===== src/rtl/pong_arena_pkg.sv =====
// Shared constants and the round-ball bitmap for the pong object engine.
package pong_arena_pkg;

    localparam int unsigned DEF_MAX_X = 640;
    localparam int unsigned DEF_MAX_Y = 480;
    localparam int unsigned BALL_SIZE = 8;

    typedef logic [2:0] rgb_t;

    localparam rgb_t RGB_BARR = 3'b101;
    localparam rgb_t RGB_BARL = 3'b010;
    localparam rgb_t RGB_BALL = 3'b100;
    localparam rgb_t RGB_BG   = 3'b000;

    // Rows are left/right symmetric, so column bit order does not matter.
    function automatic logic [7:0] ball_rom(input logic [2:0] row);
        logic [7:0] bits;
        case (row)
            3'd0, 3'd7: bits = 8'b0011_1100;
            3'd1, 3'd6: bits = 8'b0111_1110;
            default:    bits = 8'b1111_1111;
        endcase
        return bits;
    endfunction

endpackage


===== src/rtl/pong_arena_if.sv =====
// Pixel, button and overlay/event signals between the video pipeline and the pong engine.
interface pong_arena_if;

    logic [1:0] btn1;
    logic [1:0] btn2;
    logic [9:0] pix_x;
    logic [9:0] pix_y;
    logic       graph_still;
    logic       graph_on;
    logic [2:0] graph_rgb;
    logic       hit;
    logic       miss;
    logic       miss_side;

    modport master (
        output btn1, btn2, pix_x, pix_y, graph_still,
        input  graph_on, graph_rgb, hit, miss, miss_side
    );

    modport slave (
        input  btn1, btn2, pix_x, pix_y, graph_still,
        output graph_on, graph_rgb, hit, miss, miss_side
    );

endinterface


===== src/rtl/pong_arena_paddle.sv =====
// One paddle: clamped vertical position updated per frame, plus its pixel rectangle test.
module pong_arena_paddle #(
    parameter int unsigned X_L   = 32,
    parameter int unsigned BAR_W = 4,
    parameter int unsigned BAR_H = 72,
    parameter int unsigned STEP  = 4,
    parameter int unsigned MAX_Y = 480
) (
    input  logic       clk,
    input  logic       reset,
    input  logic       i_tick,
    input  logic [1:0] i_btn,
    input  logic [9:0] i_pix_x,
    input  logic [9:0] i_pix_y,
    output logic [9:0] o_y,
    output logic       o_on
);

    localparam logic [9:0] XL     = 10'(X_L);
    localparam logic [9:0] XR     = 10'(X_L + BAR_W);
    localparam logic [9:0] H      = 10'(BAR_H);
    localparam logic [9:0] ST     = 10'(STEP);
    localparam logic [9:0] Y_MAX  = 10'(MAX_Y - BAR_H);
    localparam logic [9:0] Y_INIT = 10'((MAX_Y - BAR_H) / 2);

    logic [9:0] r_y;
    logic [9:0] w_y_next;

    // Compare before subtracting so the position never wraps below zero.
    always_comb begin
        w_y_next = r_y;
        case (i_btn)
            2'b01:   w_y_next = (r_y >= ST) ? r_y - ST : '0;
            2'b10:   w_y_next = (r_y + ST <= Y_MAX) ? r_y + ST : Y_MAX;
            default: w_y_next = r_y;
        endcase
    end

    always_ff @(posedge clk) begin
        if (reset) begin
            r_y <= Y_INIT;
        end else if (i_tick) begin
            r_y <= w_y_next;
        end
    end

    assign o_y  = r_y;
    assign o_on = (i_pix_x >= XL) && (i_pix_x < XR) && (i_pix_y >= r_y) && (i_pix_y < r_y + H);

endmodule


===== src/rtl/pong_arena.sv =====
// Pong object engine: per-frame ball motion and paddle/wall collisions, registered RGB overlay.
module pong_arena
    import pong_arena_pkg::*;
#(
    parameter int unsigned MAX_X    = DEF_MAX_X,
    parameter int unsigned MAX_Y    = DEF_MAX_Y,
    parameter int unsigned BAR_H    = 72,
    parameter int unsigned BAR_W    = 4,
    parameter int unsigned BARL_X   = 32,
    parameter int unsigned BARR_X   = 600,
    parameter int unsigned BAR_STEP = 4,
    parameter int unsigned V_INIT   = 2,
    parameter int unsigned V_MAX    = 6
) (
    input logic         clk,
    input logic         reset,
    pong_arena_if.slave bus
);

    localparam logic [9:0] BS    = 10'(BALL_SIZE);
    localparam logic [9:0] LIM_X = 10'(MAX_X);
    localparam logic [9:0] LIM_Y = 10'(MAX_Y);
    localparam logic [9:0] CEN_X = 10'((MAX_X - BALL_SIZE) / 2);
    localparam logic [9:0] CEN_Y = 10'((MAX_Y - BALL_SIZE) / 2);
    localparam logic [9:0] BL_L  = 10'(BARL_X);
    localparam logic [9:0] BL_R  = 10'(BARL_X + BAR_W);
    localparam logic [9:0] BR_L  = 10'(BARR_X);
    localparam logic [9:0] BR_R  = 10'(BARR_X + BAR_W);
    localparam logic [9:0] BH    = 10'(BAR_H);
    localparam logic [9:0] VI    = 10'(V_INIT);
    localparam logic [9:0] VM    = 10'(V_MAX);

    logic [9:0] r_ball_x, r_ball_y, r_vx, r_vy, r_speed;
    logic       r_hit, r_miss, r_miss_side, r_graph_on;
    rgb_t       r_rgb;

    logic       w_tick;
    logic [9:0] w_barl_y, w_barr_y;
    logic       w_barl_on, w_barr_on;
    logic [9:0] w_bx_end, w_by_end, w_speed_up, w_speed_n, w_vx_n, w_vy_n, w_x_n, w_y_n;
    logic       w_vx_neg, w_vy_neg_n, w_top, w_bot;
    logic       w_hit_r, w_hit_l, w_hit, w_miss_r, w_miss_l, w_miss;
    logic       w_ball_sq, w_ball_on;
    logic [2:0] w_row, w_col;
    logic [7:0] w_rom;
    rgb_t       w_rgb;

    assign w_tick = (bus.pix_x == '0) && (bus.pix_y == LIM_Y);

    pong_arena_paddle #(
        .X_L(BARL_X), .BAR_W(BAR_W), .BAR_H(BAR_H), .STEP(BAR_STEP), .MAX_Y(MAX_Y)
    ) u_barl (
        .clk(clk), .reset(reset), .i_tick(w_tick), .i_btn(bus.btn1),
        .i_pix_x(bus.pix_x), .i_pix_y(bus.pix_y), .o_y(w_barl_y), .o_on(w_barl_on)
    );

    pong_arena_paddle #(
        .X_L(BARR_X), .BAR_W(BAR_W), .BAR_H(BAR_H), .STEP(BAR_STEP), .MAX_Y(MAX_Y)
    ) u_barr (
        .clk(clk), .reset(reset), .i_tick(w_tick), .i_btn(bus.btn2),
        .i_pix_x(bus.pix_x), .i_pix_y(bus.pix_y), .o_y(w_barr_y), .o_on(w_barr_on)
    );

    always_comb begin
        w_bx_end   = r_ball_x + BS;
        w_by_end   = r_ball_y + BS;
        w_vx_neg   = r_vx[9];
        w_speed_up = (r_speed < VM) ? r_speed + 10'd1 : VM;
        w_top      = r_ball_y <= r_speed;
        w_bot      = w_by_end >= LIM_Y - r_speed;
        w_hit_r    = !w_vx_neg && (w_bx_end >= BR_L) && (w_bx_end <= BR_R) &&
                     (w_by_end > w_barr_y) && (r_ball_y < w_barr_y + BH);
        w_hit_l    = w_vx_neg && (r_ball_x >= BL_L) && (r_ball_x <= BL_R) &&
                     (w_by_end > w_barl_y) && (r_ball_y < w_barl_y + BH);
        w_hit      = w_hit_r | w_hit_l;
        w_miss_r   = !w_hit && (w_bx_end >= LIM_X);
        w_miss_l   = !w_hit && !w_miss_r && w_vx_neg && (r_ball_x < r_speed);
        w_miss     = w_miss_r | w_miss_l;

        if (w_hit)       w_speed_n = w_speed_up;
        else if (w_miss) w_speed_n = VI;
        else             w_speed_n = r_speed;

        if (w_top)      w_vy_neg_n = 1'b0;
        else if (w_bot) w_vy_neg_n = 1'b1;
        else            w_vy_neg_n = r_vy[9];
        // |vx| and |vy| always track the speed register, so vy is rebuilt from its sign.
        w_vy_n = w_vy_neg_n ? -w_speed_n : w_speed_n;

        if (w_hit_r)       w_vx_n = -w_speed_up;
        else if (w_hit_l)  w_vx_n = w_speed_up;
        else if (w_miss_r) w_vx_n = -VI;
        else if (w_miss_l) w_vx_n = VI;
        else               w_vx_n = r_vx;

        w_x_n = w_miss ? CEN_X : r_ball_x + w_vx_n;
        w_y_n = w_miss ? CEN_Y : r_ball_y + w_vy_n;

        w_ball_sq = (bus.pix_x >= r_ball_x) && (bus.pix_x < w_bx_end) &&
                    (bus.pix_y >= r_ball_y) && (bus.pix_y < w_by_end);
        w_row     = bus.pix_y[2:0] - r_ball_y[2:0];
        w_col     = bus.pix_x[2:0] - r_ball_x[2:0];
        w_rom     = ball_rom(w_row);
        w_ball_on = w_ball_sq && w_rom[w_col];

        if (w_barr_on)      w_rgb = RGB_BARR;
        else if (w_barl_on) w_rgb = RGB_BARL;
        else if (w_ball_on) w_rgb = RGB_BALL;
        else                w_rgb = RGB_BG;
    end

    always_ff @(posedge clk) begin
        if (reset) begin
            r_ball_x    <= CEN_X;
            r_ball_y    <= CEN_Y;
            r_vx        <= VI;
            r_vy        <= VI;
            r_speed     <= VI;
            r_hit       <= 1'b0;
            r_miss      <= 1'b0;
            r_miss_side <= 1'b0;
            r_graph_on  <= 1'b0;
            r_rgb       <= RGB_BG;
        end else begin
            r_hit      <= 1'b0;
            r_miss     <= 1'b0;
            r_graph_on <= w_barr_on | w_barl_on | w_ball_on;
            r_rgb      <= w_rgb;
            if (w_tick) begin
                if (bus.graph_still) begin
                    r_ball_x <= CEN_X;
                    r_ball_y <= CEN_Y;
                    r_vx     <= VI;
                    r_vy     <= VI;
                    r_speed  <= VI;
                end else begin
                    r_ball_x <= w_x_n;
                    r_ball_y <= w_y_n;
                    r_vx     <= w_vx_n;
                    r_vy     <= w_vy_n;
                    r_speed  <= w_speed_n;
                    r_hit    <= w_hit;
                    r_miss   <= w_miss;
                    if (w_miss) r_miss_side <= w_miss_r;
                end
            end
        end
    end

    assign bus.graph_on  = r_graph_on;
    assign bus.graph_rgb = r_rgb;
    assign bus.hit       = r_hit;
    assign bus.miss      = r_miss;
    assign bus.miss_side = r_miss_side;

endmodule

===== src/flat_wrapper.sv =====
// flat-port wrapper written by rule: the top's interface ports become plain ports
module pong_arena_flat import pong_arena_pkg::*;
#(
    parameter int unsigned MAX_X    = DEF_MAX_X,
    parameter int unsigned MAX_Y    = DEF_MAX_Y,
    parameter int unsigned BAR_H    = 72,
    parameter int unsigned BAR_W    = 4,
    parameter int unsigned BARL_X   = 32,
    parameter int unsigned BARR_X   = 600,
    parameter int unsigned BAR_STEP = 4,
    parameter int unsigned V_INIT   = 2,
    parameter int unsigned V_MAX    = 6
)
  (clk, reset, bus_btn1, bus_btn2, bus_pix_x, bus_pix_y, bus_graph_still, bus_graph_on, bus_graph_rgb, bus_hit, bus_miss, bus_miss_side);
  pong_arena_if bus_i ();
  input logic clk;
  input logic reset;
  input wire logic [$bits(bus_i.btn1)-1:0] bus_btn1;
  input wire logic [$bits(bus_i.btn2)-1:0] bus_btn2;
  input wire logic [$bits(bus_i.pix_x)-1:0] bus_pix_x;
  input wire logic [$bits(bus_i.pix_y)-1:0] bus_pix_y;
  input wire logic [$bits(bus_i.graph_still)-1:0] bus_graph_still;
  output wire logic [$bits(bus_i.graph_on)-1:0] bus_graph_on;
  output wire logic [$bits(bus_i.graph_rgb)-1:0] bus_graph_rgb;
  output wire logic [$bits(bus_i.hit)-1:0] bus_hit;
  output wire logic [$bits(bus_i.miss)-1:0] bus_miss;
  output wire logic [$bits(bus_i.miss_side)-1:0] bus_miss_side;
  assign bus_i.btn1 = bus_btn1;
  assign bus_i.btn2 = bus_btn2;
  assign bus_i.pix_x = bus_pix_x;
  assign bus_i.pix_y = bus_pix_y;
  assign bus_i.graph_still = bus_graph_still;
  assign bus_graph_on = bus_i.graph_on;
  assign bus_graph_rgb = bus_i.graph_rgb;
  assign bus_hit = bus_i.hit;
  assign bus_miss = bus_i.miss;
  assign bus_miss_side = bus_i.miss_side;
  pong_arena #(.MAX_X(MAX_X), .MAX_Y(MAX_Y), .BAR_H(BAR_H), .BAR_W(BAR_W), .BARL_X(BARL_X), .BARR_X(BARR_X), .BAR_STEP(BAR_STEP), .V_INIT(V_INIT), .V_MAX(V_MAX)) u_core (.clk(clk), .reset(reset), .bus(bus_i));
endmodule

===== config.mk =====
export PLATFORM = sky130hd
export DESIGN_NAME = pong_arena_flat
export DESIGN_NICKNAME = d
export VERILOG_FILES = /design/src/rtl/pong_arena_pkg.sv /design/src/rtl/pong_arena_if.sv /design/src/rtl/pong_arena_paddle.sv /design/src/rtl/pong_arena.sv /design/src/flat_wrapper.sv
export SDC_FILE = /design/constraint.sdc
export NUM_CORES = 1
export LEC_CHECK = 0
export ABC_AREA = 0
export BUFFER_PORTS_ARGS = -buffer_cell sky130_fd_sc_hd__buf_2
export CORE_MARGIN = 1
export CORE_UTILIZATION = 35
export CTS_BUF_LIST = sky130_fd_sc_hd__clkbuf_8
export DETAILED_ROUTE_END_ITERATION = 12
export HOLD_SLACK_MARGIN = 0.08
export PLACE_DENSITY_LB_ADDON = 0.12
export SLEW_MARGIN = 0
export SYNTH_ARGS = -nofsm -noshare
export SYNTH_HDL_FRONTEND = slang
export SYNTH_HIERARCHICAL = 1
export SYNTH_SLANG_ARGS = --single-unit

===== constraint.sdc =====
create_clock -name clk -period 7.9 [get_ports clk]
set_clock_uncertainty 0.2 [all_clocks]
set_input_delay 1.185 -clock clk [delete_from_list [all_inputs] [get_ports clk]]
set_output_delay 1.185 -clock clk [all_outputs]
set_load 0.1 [all_outputs]

== Yosys cells after proc, flatten, opt, wreduce, memory -nomap -nowiden ==
Cells that the tools add are included.
W data, S select, Z words.

* Flip-flop bits (word level): 77
* Input bits: 27
* Output and inout bits: 7
* Logic and storage cells: 139

* Add/subtract/negate cells: 16
* Magnitude comparators: 30
* Equality and inequality tests: 8
* Multiplexer cells: 29
* Bitwise logic cells: 6
* Reduce and logical (&&, ||, !) cells: 37

{| class="wikitable"
|+ Operators with widths
! cell !! count
|-
| $mux W10 || 19
|-
| $lt A10 B10 Y1 || 7
|-
| $ge A10 B10 Y1 || 5
|-
| $pmux W10 S2 || 2
|-
| $ge A10 B10 Y1 const B || 3
|-
| $logic_and A1 B1 Y1 || 23
|-
| $add A10 B10 Y10 || 2
|-
| $add A10 B3 Y10 const B || 2
|-
| $add A10 B4 Y10 const B || 2
|-
| $add A10 B7 Y10 const B || 2
|-
| $ge A10 B3 Y1 const B || 2
|-
| $ge A10 B6 Y1 const B || 2
|-
| $gt A10 B10 Y1 || 2
|-
| $le A10 B9 Y1 const B || 2
|-
| $neg A10 Y10 || 2
|-
| $sub A10 B3 Y10 const B || 2
|-
| $pmux W8 S2 || 1
|-
| $add A10 B1 Y10 const B || 1
|-
| $eq A10 B9 Y1 const B || 1
|-
| $le A10 B10 Y1 || 1
|-
| $le A10 B10 Y1 const B || 1
|-
| $le A10 B6 Y1 const B || 1
|-
| $logic_not A10 Y1 || 1
|-
| $lt A10 B10 Y1 const B || 1
|-
| other kinds (21) || 39
|}

== Longest topological paths before layout ==
Gate-level depths: netlist (run 1).

* Depth in word-level cells: 21
* Depth in mapped cells: 28
* Mapped depth without buffers: 27

== Cells and area by module ==
The synthesis (run 1) kept the hierarchy.

{| class="wikitable"
|+ By module, submodules not included
! module !! times used !! cells each !! area an instance (um^2) !! seq. area each (um^2)
|-
| pong_arena || 1 || 706 || 5724.2 || 960.9
|-
| pong_arena_paddle (u_core.u_barl) || 1 || 160 || 1290.0 || 160.2
|-
| pong_arena_paddle (u_core.u_barr) || 1 || 165 || 1290.0 || 160.2
|}

== Least setup slack after synthesis (run 1) ==
Ideal clock, no wire load.

* Kind: register to register
* From: register u_core.u_barr.r_y[4] (netlist: u_core/u_barr/o_y[4])
* To: register u_core.r_ball_y[9]
* Library setup time: 0.129 ns
* Arrival: 5.569 ns
* Required time: 7.571 ns
* Slack: 2.002 ns
* Stages on the path, launching flop included: 27
* Path buffers: 1
* Clock period less this slack: 5.898 ns
* Cell sequence: dfxtp_1 > ha_1 > a21oi_1 > nor3_1 > xnor2_1 > ha_1 > a21oi_1 > nand4b_1 > nor4_2 > nand3_1 > o32ai_4 > nor2_2 > buf_2 > a21boi_0 > inv_1 > ha_1 > mux2_2 > ha_1 > a21o_1 > a21oi_1 > o21ai_0 > o41ai_1 > o21ai_0 > and3_1 > a32o_1 > a211oi_1 > nand3_1

* Longest elaborated chain between the ends: 18
* Elaborated cells between the ends (all ways): 20
* Those cells by class: add/sub: 3; order compare: 2; mux: 5; bitwise: 2; reduce/logical: 8

{| class="wikitable"
|+ Ends and longest elaborated chain
! element !! line !! RTL
|-
| start: declaration || pong_arena_paddle.sv:26 || <nowiki>logic [9:0] r_y;</nowiki>
|-
| start signal: assignment || pong_arena_paddle.sv:43 || <nowiki>r_y <= w_y_next;</nowiki>
|-
| $add A10 B7 Y10 / $gt A10 B10 Y1 (equally long branches) || pong_arena.sv:72 || <nowiki>(w_by_end > w_barr_y) && (r_ball_y < w_barr_y + BH);</nowiki>
|-
| $lt A10 B10 Y1 / $logic_and A1 B1 Y1 (equally long branches) || pong_arena.sv:72, pong_arena.sv:71 ||
|-
| $logic_and A1 B1 Y1 (*) || pong_arena.sv:72 ||
|-
| $or A1 B1 Y1 (*) || pong_arena.sv:75 || <nowiki>w_hit = w_hit_r | w_hit_l;</nowiki>
|-
| $logic_not A1 Y1 || pong_arena.sv:76, pong_arena.sv:77 ||
|-
| $logic_and A1 B1 Y1 || pong_arena.sv:76 || <nowiki>w_miss_r = !w_hit && (w_bx_end >= LIM_X);</nowiki>
|-
| $logic_not A1 Y1 || pong_arena.sv:77 || <nowiki>w_miss_l = !w_hit && !w_miss_r && w_vx_neg && (r_ball_x < r_speed);</nowiki>
|-
| $logic_and A1 B1 Y1 (3 in a row) || pong_arena.sv:77 ||
|-
| $or A1 B1 Y1 || pong_arena.sv:78 || <nowiki>w_miss = w_miss_r | w_miss_l;</nowiki>
|-
| $mux W10 || pong_arena.sv:81 || <nowiki>else if (w_miss) w_speed_n = VI;</nowiki>
|-
| $mux W10 || pong_arena.sv:80 || <nowiki>if (w_hit) w_speed_n = w_speed_up;</nowiki>
|-
| $neg A10 Y10 || pong_arena.sv:88 || <nowiki>w_vy_n = w_vy_neg_n ? -w_speed_n : w_speed_n;</nowiki>
|-
| $mux W10 || pong_arena.sv:88 ||
|-
| $add A10 B10 Y10 || pong_arena.sv:97 || <nowiki>w_y_n = w_miss ? CEN_Y : r_ball_y + w_vy_n;</nowiki>
|-
| $mux W10 (*) || pong_arena.sv:97 ||
|-
| $mux W10 (*) || pong_arena.sv:130 || <nowiki>if (bus.graph_still) begin</nowiki>
|-
| end signal: assignment || pong_arena.sv:138 || <nowiki>r_ball_y <= w_y_n;</nowiki>
|-
| end: declaration || pong_arena.sv:33 || <nowiki>logic [9:0] r_ball_x, r_ball_y, r_vx, r_vy, r_speed;</nowiki>
|}

Mark *: on every way between the ends. The rest lies on a longest branch, timed or not.
A chain may end at the register's enable or synchronous reset.

== Worst setup path after layout (run 1) ==
* From: register u_core.r_ball_y[3]
* To: register u_core.r_ball_y[9]

* Longest elaborated chain between the ends: 19
* Elaborated cells between the ends (all ways): 28
* Those cells by class: add/sub: 3; order compare: 6; mux: 7; bitwise: 2; reduce/logical: 10

{| class="wikitable"
|+ Ends and longest elaborated chain
! element !! line !! RTL
|-
| $add A10 B4 Y10 || pong_arena.sv:66 || <nowiki>w_by_end = r_ball_y + BS;</nowiki>
|-
| $gt A10 B10 Y1, on equally long branches || pong_arena.sv:72, pong_arena.sv:74 ||
|-
| $logic_and A1 B1 Y1, on equally long branches || pong_arena.sv:71, pong_arena.sv:73 ||
|-
| $logic_and A1 B1 Y1, on equally long branches || pong_arena.sv:72, pong_arena.sv:74 ||
|-
| $or A1 B1 Y1 || pong_arena.sv:75 ||
|-
| $logic_not A1 Y1 || pong_arena.sv:76, pong_arena.sv:77 ||
|-
| $logic_and A1 B1 Y1 || pong_arena.sv:76 ||
|-
| $logic_not A1 Y1 || pong_arena.sv:77 ||
|-
| $logic_and A1 B1 Y1 (3 in a row) || pong_arena.sv:77 ||
|-
| $or A1 B1 Y1 || pong_arena.sv:78 ||
|-
| $mux W10 || pong_arena.sv:81 ||
|-
| $mux W10 || pong_arena.sv:80 ||
|-
| $neg A10 Y10 || pong_arena.sv:88 ||
|-
| $mux W10 || pong_arena.sv:88 ||
|-
| $add A10 B10 Y10 || pong_arena.sv:97 ||
|-
| $mux W10 (*) || pong_arena.sv:97 ||
|-
| $mux W10 (*) || pong_arena.sv:130 ||
|}

Marks and branches as above.

==> impl_metrics.ini, run 1 <==
[logic_synthesis]
ys_seq_area_frac = 0.154
ys.flop_type = dfxtp_1
netlist.area_leader.share = 0.258
ys_top_cells_by_count = ha_1, inv_1, a21oi_1, dfxtp_1, nand2_1
synth-edff-count = 0
synth_area_leaders = ha_1, dfxtp_1, xnor2_1
syn_inst = 1031
yosysUniqueCellTypes = 91
synthArstFlopShare = 0
synth.most_common_cell = ha_1
syn_area_um2 = 8300
synth-seq-cells = 64
yosysWarningCount = 6
syn_area_per_cell_um2 = 8.05
yosys.area.top_type = ha_1

[finish]
instances_no_fill = 1374
nets = 1258
drive_gt1_frac = 0.0792
diodes = 0
area_growth_pct = 8.48
final_area_um2 = 9010
nFillCells = 2469
fin_util = 0.392

[clock_network]
cts_tree = built
ctsResizeCount = 0
cts-buffers-inserted = 9
hold_buffers = 0
clk_pin_slew_ps = 90
cts_setup_buffers = 0
clk-insertion-delay-late_ps = 380
htreeDepth = 3
clock_path_buffers = 2
cts_sinks = 64
root_buffer = clkbuf_8

[detailed_routing]
routed-via-count = 7711
wl_per_cell_um = 19.3
wl_mm = 26.5
drc = 0
dr.pass1.iters = 5
drt-initial-drc-count = 425
viasPerCell = 5.61
antenna_left = 0

[placed_design]
portBuffers = 33
placed_cells_incl_taps = 1358
gp_congestion = 0.886
hpwl_mm = 20.6
placed_area_um2 = 8780

[min_path]
hp-start = u_core/r_vx[0]
whs_path_depth = 1
whs_endpoint = u_core/r_vx[0]
hold_path.class = reg2reg

[setup_path]
rr_startpoint = u_core/r_ball_y[3]
path_class = reg2reg
crit_slowest_cell = nor2_2
cp_max_fo = 22
required_ps = 7960
crit_path_end_kind = flip-flop
critPathMaxStageDelay_ps = 700
cp-start-kind = flip-flop
r2r_slack_ps = 790
timing.rr.end = u_core/r_ball_y[9]
r2r_cells = 26
cp.arrival_ps = 7170

[grt]
grt_overflow = 0
grt_max_degree = 29
grt_pass1_vias = 7420
grt_pass1_wl_mm = 42.2
grt_antenna_before_repair = 0
grt_usage = 0.225

[power]
power_density_nw_per_um2 = 87.0
p_leak_nw = 3.97
vdd_drop_max_mv = 0.0661

[run]
maxCapViolations = 0

[floorplan]
boundaryPins = 34
die-height_um = 156
dieArea_um2 = 24300
std_cell_rows = 55
chipWidth_um = 156
coreArea_um2 = 23000
start_util = 0.361

[sta]
fin_setup_tns_ps = 0
worst_hold_slack_ps = 290
period_share = 0.900
worstMarginPinSlew_ps = 943
finalCriticalPeriod_ps = 7110
fmax_ghz = 0.141
hold_violations = 0
setup_viol = 0
rsz0062_at_grt = no
drv_slew = 0
relSlewSlack = 0.366

[status]
status = complete, no violations
[state kept, by name, summed over array words and instances (netlist names), 2 cells and up]
signal,cells
u_core/u_barl/o_y,8
u_core/r_vx,10
u_core/r_vy,2
u_core/r_ball_y,10
u_core/r_ball_x,10
u_core/u_barr/o_y,8
u_core/r_speed,9
u_core/bus.graph_rgb,3
[power breakdown]
group | internal [W] | total, W | switching [W]
clock | 0.000181 | 0.000349 | 0.000168
combinational | 0.0000419 | 0.000110 | 0.0000684
sequential | 0.000323 | 0.000325 | 0.00000156
total | 0.000546 | 0.000784 | 0.000238
[cells by family (layout without fill, tap and decap cells)]
group | Yosys count | after routing | synth area share
buffers and inverters | 127 | 155 | 0.0628
xor gates and xnor gates | 76 | 76 | 0.0802
AOI/OAI and AO/OA | 302 | 302 | 0.254
DFF | 64 | 64 | 0.154
other | 2 | 4 | 0.000904
adders and majority gates | 176 | 176 | 0.268
and+or+nand+nor | 283 | 283 | 0.177
muxes | 1 | 1 | 0.00136
[layout make-up]
class,instances,area (µm²),area share
clock inverter,7,103,0.0114
tap,313,392,0.0435
clock buffer,9,124,0.0138
timing repair buffer,43,240,0.0267
multi-input combinational,842,6510,0.722
sequential,64,1280,0.142
inverter,96,360,0.0400
[worst max-delay path by stage]
stage	start	end	cells past startpoint
CTS	u_core/r_ball_y[3]	u_core/r_ball_y[9]	25
global placement	u_core/r_ball_y[3]	u_core/r_ball_y[9]	25
finish	u_core/r_ball_y[3]	u_core/r_ball_y[9]	26
detailed placement	u_core/r_ball_y[3]	u_core/r_ball_y[9]	25
floorplan	u_core/u_barr/o_y[4]	u_core/r_ball_y[9]	26
global route	u_core/r_ball_y[3]	u_core/r_ball_y[9]	25
[metrics by stage]
stage / power, W / worst slack (ps)
floorplan: 0.000406 / 2000
global placement: 0.000442 / 1120
detailed placement: 0.000442 / 913
CTS: 0.000796 / 898
global route: 0.000821 / 162
finish: 0.000784 / 789
[placed cells by master (no fill, tap or decap), drive strengths merged, types with 8 or more instances in the layout]
master	count
nor4	15
or3	9
nand2	64
a31oi	9
nor2	61
a22oi	15
nor2b	10
o31ai	8
a2111oi	8
dfxtp	64
nand4	14
buf	43
nand3	30
nand2b	18
inv	97
a21o	24
o22ai	8
o21ai	67
a22o	9
xor2	16
clkbuf	9
a21oi	71
xnor2	60
o21a	10
ha	171
nor3	28
[routing by layer]
metal | vias up | track usage | share of wire
li1 | 3820 | - | -
met1 | 3708 | 0.313 | 0.50
met2 | 162 | 0.370 | 0.45
met3 | 21 | 0.0225 | 0.033
met4 | 0 | 0.0560 | 0.014
met5 | - | 0 | 0
[worst max-delay path: cells and delay by family (launching register included)]
family	cells	cell delay, ps
buf+inv	2	310
simple gates	6	1330
fa+ha+maj	4	1120
flops	1	560
xor+xnor	1	410
compound gates	12	2780
mux	1	270
Power figures use the tool's default switching activity.
==> inputs of run 2 (changes only) <==
Settings changed: HOLD_SLACK_MARGIN 0.08 to unset, PLACE_DENSITY_LB_ADDON 0.12 to unset.
==> run 2 against run 1 <==
  * Sequential share of layout area up 0.071 points
  * Non-clock buffer count is 6 lower
  * Global-route usage shrank 1.3 points
  * Die area stayed put
  * Total power shrank 0.41%
  * Worst setup slack worse by 65 ps
  * Critical path depth is 1 lower
  * Wire length shrank 6.1%
  * Clock power barely moved
  * Final area down 0.50%
  * Critical path type unchanged
==> impl_metrics.ini, run 2 (same netlist as run 1, synthesis figures left out) <==
[grt]
grtUsageMet1 = 0.295
grt_max_degree = 29
grt_pass1_wl_mm = 40.6
grt_use_met3 = 0.0267
grt_pass1_vias = 7328
grt_use_met2 = 0.338
grt_usage = 0.213
busiest_layer = met2
grt_antenna_before_repair = 0
grt_overflow = 0

[sta]
drv_slew = 0
finalCriticalPeriod_ps = 7180
worst_hold_slack_ps = 291
fin_setup_tns_ps = 0
hold_violations = 0
rsz0062_at_grt = no
fmax_ghz = 0.139
worstMarginPinSlew_ps = 1210
period_share = 0.908
setup_viol = 0
relSlewSlack = 0.187

[setup_path]
cp.arrival_ps = 7220
cp-start-kind = flip-flop
crit_path_end_kind = flip-flop
path_delay_family = compound AO/OA/AOI/OAI gates
cp_max_fo = 22
critPathBufInv = 2
r2r_cells = 25
required_ps = 7950
critPathMaxStageDelay_ps = 760
crit_cells = 25
crit_slowest_cell = dfxtp_1
path_class = reg2reg

[finish]
nFillCells = 2388
top_regs = u_core/r_ball_x x10, u_core/r_ball_y x10, u_core/r_vx x10
final_common_cell = ha_1
nets = 1252
drive_gt1_frac = 0.0739
final_area_um2 = 8960
final_cell_mix = ha_1, inv_1, a21oi_1, nand2_1, dfxtp_1
area.sequential_um2 = 1280
diodes = 0
area_growth_pct = 7.94
multi_input_area_um2 = 6510

[detailed_routing]
antenna_left = 0
drc = 0
routed-via-count = 7572
dr.pass1.iters = 5
viasPerCell = 5.54
drt-initial-drc-count = 486
wl_per_cell_um = 18.2
wl_mm = 24.9

[floorplan]
boundaryPins = 34
dieArea_um2 = 24300
chipWidth_um = 156
start_util = 0.361
std_cell_rows = 55
die-height_um = 156
coreArea_um2 = 23000

[placed_design]
hpwl_mm = 19.3
gp_congestion = 0.891
portBuffers = 33
placed_area_um2 = 8740

[clock_network]
cts_tree = built
cts_setup_buffers = 0
clock_path_buffers = 2
root_buffer = clkbuf_8
hold_buffers = 0
ctsResizeCount = 0
cts_sinks = 64
clk_pin_slew_ps = 90
clk-insertion-delay-late_ps = 380
cts-buffers-inserted = 9
htreeDepth = 3

[power]
p_leak_nw = 3.94
power_density_nw_per_um2 = 87.1
vdd_drop_max_mv = 0.0661

[run]
maxCapViolations = 0

[status]
status = complete, no violations

[min_path]
hold_path.class = reg2reg
whs_path_depth = 1
[run 2: cell types whose count changed in the layout (fill, tap and decap cells not counted), sizes merged]
cell  delta
buf      -6
[run 2: per-layer routing]
metal	part of all wire	up-vias	wire length (µm)
li1	-	3824	-
met1	0.49	3550	12100
met5	0	-	0
met3	0.039	27	961
met2	0.45	171	11200
met4	0.023	0	584
[run 2: area by class of cell]
class / instances / share of cell area
Clock buffer: 9 / 0.0138
Sequential cell: 64 / 0.143
Multi-Input combinational cell: 842 / 0.726
Timing Repair Buffer: 37 / 0.0218
Inverter: 96 / 0.0402
Tap cell: 313 / 0.0437
Clock inverter: 7 / 0.0114
[run 2: final timing paths]
path	start	to	slack, ps
hold reg to reg	u_core/r_vx[4]	u_core/r_vx[4]	290
setup / recovery	u_core/u_barr/o_y[5]	u_core/r_ball_y[9]	720
hold / removal	u_core/r_vx[4]	u_core/r_vx[4]	290
setup reg to reg	u_core/u_barr/o_y[5]	u_core/r_ball_y[9]	720
[run 2: through the flow]
step                       util  power [W]  std cells  worst slack (ps)
after global placement    0.380   0.000439       1352              1090
after floorplan               -   0.000406       1033              2000
final                     0.390   0.000781       1368               725
after CTS                 0.390   0.000787       1368               861
after global routing      0.390   0.000816       1368              46.4
after detailed placement  0.380   0.000440       1352               932
[run 2: power breakdown]
part	leakage, nW	internal, W	total (W)	switching [W]
logic	3.31	0.0000419	0.000109	0.0000674
clock network	0.110	0.000181	0.000347	0.000166
registers	0.516	0.000323	0.000325	0.00000154
total	3.94	0.000546	0.000781	0.000235
[run 2: worst register-to-register path, stage by stage (launching register included)]
cell	delay, ps
dfxtp_1	760
inv_1	150
nor3_1	280
o21ai_0	160
xnor2_1	170
ha_1	290
nand2_1	70
o211ai_1	100
nor4_2	420
nand3_1	200
o32ai_4	540
nor2_2	310
a21boi_0	330
inv_1	100
ha_1	290
mux2_2	270
ha_1	270
a21o_1	180
a21oi_1	200
o21ai_0	170
o41ai_1	390
o21ai_0	330
and3_1	290
a32o_1	270
a211oi_1	240
nand3_1	100
==> inputs of run 3 (changes only) <==
Clock period 7.9 ns to 6.85 ns, I/O delays scaled along.
==> run 3 against run 2 <==
  * Die area unchanged
  * Flip-flop and latch count unchanged
  * Critical path type unchanged
  * Total power up 11%
  * Worst setup slack worse by 200 ps
  * Clock power up 5%
  * Critical path depth down 1
==> impl_metrics.ini, run 3 (same netlist as run 1, synthesis figures left out) <==
[power]
seq_power_share = 0.432
vdd_drop_max_mv = 0.0668
clockPowerShare = 0.420
p_sw_w = 0.000266
power_frac_comb = 0.147
internal_power_w = 0.000601
swShare = 0.307
p_leak_nw = 4.00
power_density_nw_per_um2 = 95.7

[sta]
finalCriticalPeriod_ps = 6320
setup_viol = 0
worstMarginPinSlew_ps = 1230
relSlewSlack = 0.173
period_share = 0.923
drv_slew = 0
rsz0062_at_grt = no
fin_setup_tns_ps = 0
hold_violations = 0
fmax_ghz = 0.158

[grt]
grt_pass1_vias = 7434
grt_max_degree = 29
grt_antenna_before_repair = 0
grt_pass1_wl_mm = 40.5
grt_overflow = 0
grt_usage = 0.213

[setup_path]
cp-startpoint = u_core/r_ball_y[3]
worstPathCellList = ha_1, nand3_1, xnor2_1, ha_1, nand4_1, nor3_1, nor4_2, nand3_1, nor3_1, nor2_1, o21ai_0, inv_1, ha_1, mux2_2, ha_1, a21o_1, a21oi_1, o21ai_0, o41ai_2, o21ai_0, and3_1, a32o_1, a211oi_1, nand3_1
required_ps = 6920
crit_slowest_cell = dfxtp_1
cp_max_fo = 9
rr_startpoint = u_core/r_ball_y[3]
path_common_cell = ha_1
path_class = reg2reg
cp-start-kind = flip-flop
critPathMaxStageDelay_ps = 560
r2r_cells = 24
cp.arrival_ps = 6390
crit_path_end_kind = flip-flop

[clock_network]
clock_path_buffers = 2
root_buffer = clkbuf_8
cts_sinks = 64
cts_tree = built
htreeDepth = 3
cts-buffers-inserted = 9
clk_pin_slew_ps = 90
clk-insertion-delay-late_ps = 390

[floorplan]
dieArea_um2 = 24300
start_util = 0.361
boundaryPins = 34
coreArea_um2 = 23000
std_cell_rows = 55
die-height_um = 156
chipWidth_um = 156

[placed_design]
hpwl_mm = 19.7
gp_congestion = 0.926
portBuffers = 33
placed_cells_incl_taps = 1366

[detailed_routing]
routed-via-count = 7889
drc = 0
drt-initial-drc-count = 665
viasPerCell = 5.71
antenna_left = 0
wl_mm = 25.2
wl_per_cell_um = 18.2
dr.pass1.iters = 5

[min_path]
hold_path.class = reg2reg
whs_path_depth = 1
hp-start = u_core/r_vy[9]

[finish]
nets = 1266
top_regs = u_core/r_ball_x x10, u_core/r_ball_y x10, u_core/r_vx x10
final_cell_mix = ha_1, inv_1, a21oi_1, nand2_1, dfxtp_1
instances_no_fill = 1382
drive_gt1_frac = 0.0879
diodes = 0
area_growth_pct = 9.07
final_common_cell = ha_1

[run]
maxCapViolations = 0

[status]
status = complete, no violations
run 3: changes by cell type in the layout (fill, tap and decap cells not counted), sizes merged:
| cell | before | now |
|---|---|---|
| clkinv | 3 | 5 |
| bufinv | 2 | 1 |
| inv | 97 | 95 |
| buf | 37 | 51 |
| clkbuf | 9 | 10 |
run 3: stage by stage:
stage	total power [W]	util	instance area (µm²)	worst slack, ps	hold slack [ps]
2_1_floorplan	0.000468	-	8310	952	227
3_5_place_dp	0.000510	0.385	8840	436	252
3_3_place_gp	0.000508	0.385	8840	572	239
5_1_grt	0.000899	0.394	9060	10.6	291
4_1_cts	0.000873	0.394	9050	390	273
6_report	0.000867	0.394	9060	528	276
run 3: cell type report:
| class | instances | area (µm²) |
|---|---|---|
| Sequential cell | 64 | 1280 |
| Tap cell | 313 | 392 |
| Fill cell | 2393 | 13900 |
| Clock inverter | 6 | 68.8 |
| Inverter | 96 | 360 |
| Timing Repair Buffer | 51 | 300 |
| Clock buffer | 10 | 138 |
| Multi-Input combinational cell | 842 | 6520 |
run 3: final timing paths:
path / to / slack, ps
worst max-delay path: u_core/r_ball_y[9] / 530
worst min-delay path: u_core/r_vy[9] / 280
worst max register to register: u_core/r_ball_y[9] / 530
worst min register to register: u_core/r_vy[9] / 280
run 3: power groups by stage:
stage / Clock, W / Sequential, W / Combinational (W)
3_5_place_dp: 0 / 0.000383 / 0.000126
6_report: 0.000364 / 0.000375 / 0.000128
4_1_cts: 0.000370 / 0.000374 / 0.000128
2_1_floorplan: 0 / 0.000384 / 0.0000842
5_1_grt: 0.000382 / 0.000375 / 0.000142
3_3_place_gp: 0 / 0.000383 / 0.000125
run 3: worst max-delay path, delay by kind of cell, from the launching register on:
| family | cells | cell delay [ps] |
|---|---|---|
| adder cells (fa/ha/maj) | 4 | 1150 |
| AO/OA/AOI/OAI | 8 | 1910 |
| flip-flops | 1 | 560 |
| buffers and inverters | 1 | 100 |
| XOR/XNOR | 1 | 500 |
| multiplexers | 1 | 270 |
| AND/OR/NAND/NOR | 9 | 1520 |
run 3: metal layers:
layer  wire [µm]  GRT usage  vias to the layer above
met2       11500      0.353                      217
met3        1190     0.0161                       28
met1       12000      0.291                     3788
met4         489     0.0658                        0
li1            -          -                     3856
met5           0          0                        -
run 3: timing repair:
action	in CTS	in global routing
hold buffers	0	0
setup buffers	0	0
endpoints found under the setup margin	0	1
gates resized for setup	0	2
